==> src/rtl/sirv_irq_cond.sv <==
// sirv_irq_cond: synchronizes device interrupt lines and conditions them as level or stretched-edge requests.
// Optional glitch filter between synchronizer and level/edge logic: define SIRV_IRQ_COND_FILTER_EN.
`default_nettype none

module sirv_irq_cond #(
  parameter int                 IRQ_NUM     = 15,
  parameter logic [IRQ_NUM-1:0] EDGE_MASK   = '0,
  parameter int                 STRETCH_CYC = 4
) (
  input  logic               clk,
  input  logic               rst_n,
  input  logic [IRQ_NUM-1:0] irq_i,
  input  logic [IRQ_NUM-1:0] irq_en_i,
  output logic [IRQ_NUM-1:0] irq_o
);

  logic [IRQ_NUM-1:0] sync_q1;
  logic [IRQ_NUM-1:0] sync_q2;
  logic [IRQ_NUM-1:0] cond;

  always_ff @(posedge clk or negedge rst_n) begin
    if (!rst_n) begin
      sync_q1 <= '0;
      sync_q2 <= '0;
    end else begin
      sync_q1 <= irq_i;
      sync_q2 <= sync_q1;
    end
  end

`ifdef SIRV_IRQ_COND_FILTER_EN
  logic [IRQ_NUM-1:0] s_d1;
  logic [IRQ_NUM-1:0] s_d2;
  logic [IRQ_NUM-1:0] filt;
  logic [IRQ_NUM-1:0] all_eq;

  // Filter output follows the synchronized line only after three agreeing samples.
  assign all_eq = ~(sync_q2 ^ s_d1) & ~(s_d1 ^ s_d2);
  assign cond   = (all_eq & sync_q2) | (~all_eq & filt);

  always_ff @(posedge clk or negedge rst_n) begin
    if (!rst_n) begin
      s_d1 <= '0;
      s_d2 <= '0;
      filt <= '0;
    end else begin
      s_d1 <= sync_q2;
      s_d2 <= s_d1;
      filt <= cond;
    end
  end
`else
  assign cond = sync_q2;
`endif

  for (genvar i = 0; i < IRQ_NUM; i++) begin : g_src
    logic out_q;
    assign irq_o[i] = out_q;

    if (EDGE_MASK[i]) begin : g_edge
      localparam int             CW     = $clog2(STRETCH_CYC + 1);
      localparam logic [CW-1:0]  RELOAD = CW'(STRETCH_CYC);

      logic          hist;
      logic          rise;
      logic [CW-1:0] cnt;
      logic [CW-1:0] cnt_nxt;

      // History runs even while disabled so a held-high line never looks like a fresh edge.
      assign rise = cond[i] & ~hist;

      always_comb begin
        cnt_nxt = cnt;
        if (!irq_en_i[i]) begin
          cnt_nxt = '0;
        end else if (rise) begin
          cnt_nxt = RELOAD;
        end else if (cnt != '0) begin
          cnt_nxt = cnt - 1'b1;
        end
      end

      always_ff @(posedge clk or negedge rst_n) begin
        if (!rst_n) begin
          hist  <= 1'b0;
          cnt   <= '0;
          out_q <= 1'b0;
        end else begin
          hist  <= cond[i];
          cnt   <= cnt_nxt;
          out_q <= (cnt_nxt != '0);
        end
      end
    end else begin : g_level
      always_ff @(posedge clk or negedge rst_n) begin
        if (!rst_n) begin
          out_q <= 1'b0;
        end else begin
          out_q <= irq_en_i[i] & cond[i];
        end
      end
    end
  end

endmodule

`default_nettype wire
==> config.mk <==
export PLATFORM = sky130hd
export DESIGN_NAME = sirv_irq_cond
export DESIGN_NICKNAME = d
export VERILOG_FILES = /design/src/rtl/sirv_irq_cond.sv
export SDC_FILE = /design/constraint.sdc
export NUM_CORES = 1
export LEC_CHECK = 0
export CAP_MARGIN = 10
export CORE_MARGIN = 4
export CORE_UTILIZATION = 41
export CTS_BUF_LIST = sky130_fd_sc_hd__clkbuf_2 sky130_fd_sc_hd__clkbuf_4 sky130_fd_sc_hd__clkbuf_8
export DETAILED_ROUTE_END_ITERATION = 12
export HOLD_SLACK_MARGIN = 0.05
export PLACE_DENSITY = 0.77
export SYNTH_ARGS = -nofsm -noshare
export SYNTH_HDL_FRONTEND = slang
export SYNTH_SLANG_ARGS = --single-unit
export TNS_END_PERCENT = 30
==> constraint.sdc <==
create_clock -name clk -period 0.8 [get_ports clk]
set_clock_uncertainty 0.1 [all_clocks]
set_input_delay 0.16 -clock clk [delete_from_list [all_inputs] [get_ports clk]]
set_output_delay 0.16 -clock clk [all_outputs]
set_load 0.02 [all_outputs]
==> results of run 1 <==
==> flip-flops by register name (all words and copies together) (netlist names) <==
name,count
g_src.out_q,15
cond,15
sync_q1,15
==> area by class of cell <==
type                    count  area share (%)
clock inverters             2           0.833
well taps                  44            3.06
clock buffers               6            2.50
multi-input cells          15            5.21
flip-flops and latches     45            62.5
repair buffers             48            25.9
==> logic make-up after synthesis <==
logic type    Yosys count
flops                  45
simple gates           15
buf+inv                15
==> routing by layer <==
metal  up-vias  GRT usage, %
met3         5          3.12
met2        20          17.5
met4         0          6.99
li1        290             -
met5         -             0
met1       310          9.55
==> worst paths after layout <==
path / startpoint / endpoint / slack (ns) / cells after the start
worst min-delay path: irq_i[2] / sync_q1[2]$_DFF_PN0_ / 0.15 / 1
worst max register to register: cond[6]$_DFF_PN0_ / g_src[6].out_q$_DFF_PN0_ / 0.08 / 1
worst max-delay path: g_src[12].out_q$_DFF_PN0_ / irq_o[12] / -0.32 / 1
worst min register to register: sync_q1[9]$_DFF_PN0_ / cond[9]$_DFF_PN0_ / 0.26 / 0
min in group asynchronous: rst_n / g_src[4].out_q$_DFF_PN0_ / 0.20 / 3
max in group asynchronous: rst_n / g_src[10].out_q$_DFF_PN0_ / 0.19 / 3
==> layout by cell type, fill, tap and decap left out <==
master / n
clkdlybuf4s50_1: 30
clkinvlp_4: 2
and2_1: 15
clkbuf_4: 6
dfrtp_1: 45
buf_2: 7
buf_6: 9
dlygate4sd3_1: 1
buf_12: 1
==> per-stage QoR <==
| step | hold slack [ns] | utilization, % |
|---|---|---|
| 2_1_floorplan | -0.236 | - |
| 3_3_place_gp | 0.0444 | 56.9 |
| 3_5_place_dp | 0.0526 | 56.9 |
| 4_1_cts | 0.122 | 58.1 |
| 5_1_grt | 0.105 | 58.5 |
| 6_report | 0.148 | 58.5 |
==> power groups by stage <==
stage | registers (mW) | logic [mW] | clock network, mW
6_report | 2.42 | 0.346 | 1.02
5_1_grt | 2.43 | 0.373 | 1.21
4_1_cts | 2.42 | 0.348 | 1.08
3_5_place_dp | 2.46 | 0.360 | 0
3_3_place_gp | 2.45 | 0.350 | 0
2_1_floorplan | 2.45 | 0.133 | 0
==> what timing repair did <==
item                                    in CTS  in global routing
endpoints found under the setup margin      15                 15
gates resized for setup                     74                  4
endpoints found under the hold margin       45                  0
buffers inserted                             0                  0
hold buffers                                 1                  0
==> impl_metrics.ini, run 1 <==
[outcome]
run_status = complete, but fails checks
failed_checks = setup timing

[grt]
grt_max_degree = 46
initial_antenna_violation_count = 0
track_usage_pct = 9.86
grt_pass1_wl_microns = 2980
first_global_vias = 667
global_route.overflow_total = 0

[synthesis]
synth.top_cells.by_count = dfrtp_1, and2_1, buf_4
synth_area_leader_cell = dfrtp_1
synthFlopType = dfrtp_1
yosys_warn_count = 0
synth-edff-count = 0
synth_adder_area_share_pct = 0
netlist-cell-type-count = 3
synth_compound_gate_area_share_pct = 0
ys_top_cells_by_area = dfrtp_1, buf_4, and2_1
most_common_cell_in_the_netlist = dfrtp_1
synthesis.area_per_instance_sq_um = 17.8
ys_ff_latch = 45
post_synth_instance_area_sq_um = 1330
synth_fp_nets = 107
main_combinational_cell_family_by_area_after_synthesis = buffers and inverters
synth_xor_area_share_pct = 0
post_synth_inst_count = 75
async_reset_ff_share_pct = 100
synth_seq_area_share_pct = 84.5
muxShareOfSynthArea_pct = 0
synth_simple_gate_area_share_pct = 7.04
top_area_cell_type_share_of_the_netlist_area_pct = 84.5

[worst_setup_path]
worst_setup_path_start_kind = register
path_cells = buf_6
critical_path.n_buffers_inverters = 1
crit_path_max_fanout = 1
cp_slowest_stage_delay_ns = 0.40
cell_type_of_the_slowest_stage_on_the_worst_timing_path = dfrtp_1
critical_path_class = reg -> out
arrival_ns = 0.86
data_required_critical_path_ns = 0.54
cell_family_contributing_the_most_delay_on_the_critical_path = flip-flops
cp-end-kind = primary output

[clocking]
cts_buffers = 5
ctsHtreeMaxLevel = 2
cts_tree = done
cts_sinks = 45
clk_path_buf_depth = 2
worst_skew_pair.late_latency_ns = 0.33
cts_root_buf = clkbuf_4
path_clk_slew_ns = 0.12

[route]
met1_length_microns = 626
drt_drc_violations_left = 0
routed-wl-met3_microns = 97
vias = 625
drt.antenna.violating_nets = 0
highest_layer = met4
detail_route.wirelength_microns = 1870
met2_length_microns = 1090
first_pass_detailed_route_iteration_total = 3
first_iter_violations = 7
wl_per_cell_microns = 11.7
via_per_inst = 3.91

[sta]
slew_headroom_pct = 84.9
period_share_pct = 140
period_needed_ns = 1.12
timing.setup.tns_ns = -4.69
max_slew.worst_pin.slew_ns = 0.227
postLayoutSetupSlackWorst_ns = -0.320
rsz0062_at_grt = true
timing.final.hold_violations = 0
achievable-frequency_mhz = 893
number_of_max_slew_violations_in_the_final_report = 0
setup_violation_total_in_the_final_timing_report = 15

[power]
clockPowerShare_pct = 27.0
power.internal_mw = 2.98
p_sw_uw = 810
pwr-share-seq_pct = 63.8
power_mw = 3.79
power.leakage_nw = 0.829
p_per_area_nw_per_um2 = 2100
switching_share_pct = 21.4
ir_worst_vdd_mv = 1.12
share_comb_of_total_power_pct = 9.1

[floorplan]
floorplan.die.height_microns = 65.0
fp.dieW_microns = 65.0
start_util_pct = 43.3
core_sq_um = 3080
top_level_ports = 47
floorplan.rows = 20
die_area_sq_um = 4230

[place]
dpl_cell_area_sq_um = 1750
finalWeightedCongestion = 0.652
placement.setup.worst_slack_ns = -0.376
numPortBuffers = 46
placedCellCount = 151

[cells_and_area]
area_growth_syn_to_layout_pct = 35.2
antenna-diode-count = 0
drive_gt1_share_pct = 21.6
fillCellCount = 241
finish.cell_count_without_fillers = 160
layout.nets = 147
post-route-cell-area_sq_um = 1800
ff_latch_area_sq_um = 1130
multi_input_gate_area_in_the_final_layout_sq_um = 93.8

[min_path]
min-delay-path-class = in -> reg

[job]
max_cap_violations = 0
No activity file was read; power rests on OpenSTA's default activity.
==> run 2: changes to the inputs <==
--- a/config.mk
+++ b/config.mk
@@ -6,7 +6,6 @@
 export NUM_CORES = 1
 export LEC_CHECK = 0
 export CAP_MARGIN = 10
-export CORE_MARGIN = 4
 export CORE_UTILIZATION = 41
 export CTS_BUF_LIST = sky130_fd_sc_hd__clkbuf_2 sky130_fd_sc_hd__clkbuf_4 sky130_fd_sc_hd__clkbuf_8
 export DETAILED_ROUTE_END_ITERATION = 12
==> run 2 against run 1 <==
Effect of this change:
- the run still ends with setup timing left
- cell area up 0.35%
- critical path type unchanged
- critical path depth unchanged
- sequential cell count unchanged
- power up 1.1%
- hold slack better by 0.0010 ns
- critical endpoint is now irq_o[6]
- non-clock buffer count up 1
- die area down 18%
- setup slack worse by 0.0035 ns
- via count down 6.2%
- sequential power about the same
- highest routed layer unchanged
==> impl_metrics.ini, run 2 (same netlist as run 1, synthesis figures left out) <==
[place]
finalWeightedCongestion = 0.610
numPortBuffers = 46
placedCellCount = 152
dpl_cell_area_sq_um = 1770

[route]
first_pass_detailed_route_iteration_total = 2
vias = 586
detail_route.wirelength_microns = 1680
drt_drc_violations_left = 0
via_per_inst = 3.66
first_iter_violations = 5
wl_per_cell_microns = 10.5
drt.antenna.violating_nets = 0

[sta]
period_needed_ns = 1.12
timing.final.hold_violations = 0
achievable-frequency_mhz = 890
period_share_pct = 140
max_slew.worst_pin.slew_ns = 0.129
slew_headroom_pct = 91.4
postLayoutSetupSlackWorst_ns = -0.324
setup_violation_total_in_the_final_timing_report = 15
number_of_max_slew_violations_in_the_final_report = 0
rsz0062_at_grt = true

[worst_setup_path]
arrival_ns = 0.86
worst_setup_path_start_kind = register
cell_family_contributing_the_most_delay_on_the_critical_path = flip-flops
data_required_critical_path_ns = 0.54
r2r_slack_ns = 0.08
r2r-end = g_src[6].out_q$_DFF_PN0_
r2r_start = cond[6]$_DFF_PN0_
cell_type_of_the_slowest_stage_on_the_worst_timing_path = dfrtp_1
setup.worst_path.start = g_src[6].out_q$_DFF_PN0_
cp-end-kind = primary output
cp_slowest_stage_delay_ns = 0.40
critical_path.n_buffers_inverters = 1
worstSetupPathDepth = 1
crit_path_max_fanout = 1
critical_path_class = reg -> out
path_cells = buf_6
r2r_cells = 1

[clocking]
cts_buffers = 5
ctsHtreeMaxLevel = 2
cts_root_buf = clkbuf_4
cts_tree = done
worst_skew_pair.late_latency_ns = 0.33
cts_sinks = 45
clk_path_buf_depth = 2
path_clk_slew_ns = 0.11

[cells_and_area]
fillCellCount = 235
antenna-diode-count = 0
final_cell_mix = dfrtp_1, clkdlybuf4s50_1, and2_1, buf_2, buf_6
layout.nets = 148
post-route-cell-area_sq_um = 1810
final_common_cell = dfrtp_1
finish.cell_count_without_fillers = 160
multi_input_gate_area_in_the_final_layout_sq_um = 93.8
drive_gt1_share_pct = 21.6
ff_latch_area_sq_um = 1130
area_growth_syn_to_layout_pct = 35.7

[outcome]
run_status = complete, but fails checks
failed_checks = setup timing

[job]
max_cap_violations = 0

[grt]
grt_pass1_wl_microns = 2750
met3_usage_pct = 5.24
track_usage_pct = 11.9
grt_most_used_layer = met2
gr-usage-met2_pct = 17.9
grtUsageMet1_pct = 13.6
grt_max_degree = 26
initial_antenna_violation_count = 0
first_global_vias = 600
global_route.overflow_total = 0

[floorplan]
floorplan.die.height_microns = 59.0
start_util_pct = 43.3
floorplan.rows = 20
fp.dieW_microns = 59.0
top_level_ports = 47
core_sq_um = 3080
die_area_sq_um = 3480

[power]
ir_worst_vdd_mv = 1.16
power.leakage_nw = 0.843
p_per_area_nw_per_um2 = 2120

[min_path]
hold-path-endpoint = sync_q1[7]$_DFF_PN0_
hold_path.startpoint = irq_i[7]
min-delay-path-class = in -> reg
timing.hold.worst_path_depth = 1
-- run 2: layout make-up --
class | instances | share of cell area (%)
Tap cell | 44 | 3.04
Clock buffer | 7 | 3.25
Multi-Input combinational cell | 15 | 5.19
Sequential cell | 45 | 62.3
Timing Repair Buffer | 49 | 26.2
-- run 2: per-layer routing --
metal	wire [microns]	part of all wire (%)
met5	0	0
met2	812	48
met1	698	42
met3	121	7.2
met4	47	2.8
-- run 2: worst max path at each step --
stage,to,slack (ns)
floorplan,irq_o[0],0.06
global placement,irq_o[0],-0.36
detailed placement,irq_o[6],-0.37
CTS,irq_o[6],-0.35
global route,irq_o[12],-0.39
finish,irq_o[6],-0.32
-- run 2: power breakdown --
part | internal, mW | switching (mW) | leakage, nW
clock network | 0.450 | 0.613 | 0.0348
registers | 2.39 | 0.0285 | 0.543
logic | 0.217 | 0.134 | 0.265
-- run 2: per-stage QoR --
stage | hold slack [ns] | setup TNS (ns) | worst slack, ns | power [mW] | util, %
2_1_floorplan | -0.236 | 0 | 0.0584 | 2.58 | -
3_3_place_gp | 0.0406 | -7.06 | -0.357 | 2.82 | 57.5
3_5_place_dp | 0.0519 | -7.28 | -0.374 | 2.83 | 57.5
4_1_cts | 0.131 | -5.02 | -0.349 | 3.86 | 58.1
5_1_grt | 0.119 | -5.50 | -0.385 | 4.02 | 58.7
6_report | 0.149 | -4.69 | -0.324 | 3.83 | 58.7
-- run 2: timing repair --
item,in CTS,in global routing
gates cloned,0,0
pin swaps,0,0
endpoints found under the setup margin,15,15
setup buffers,0,0
gates resized for setup,68,6
hold endpoints to repair,45,0
hold buffers,1,0
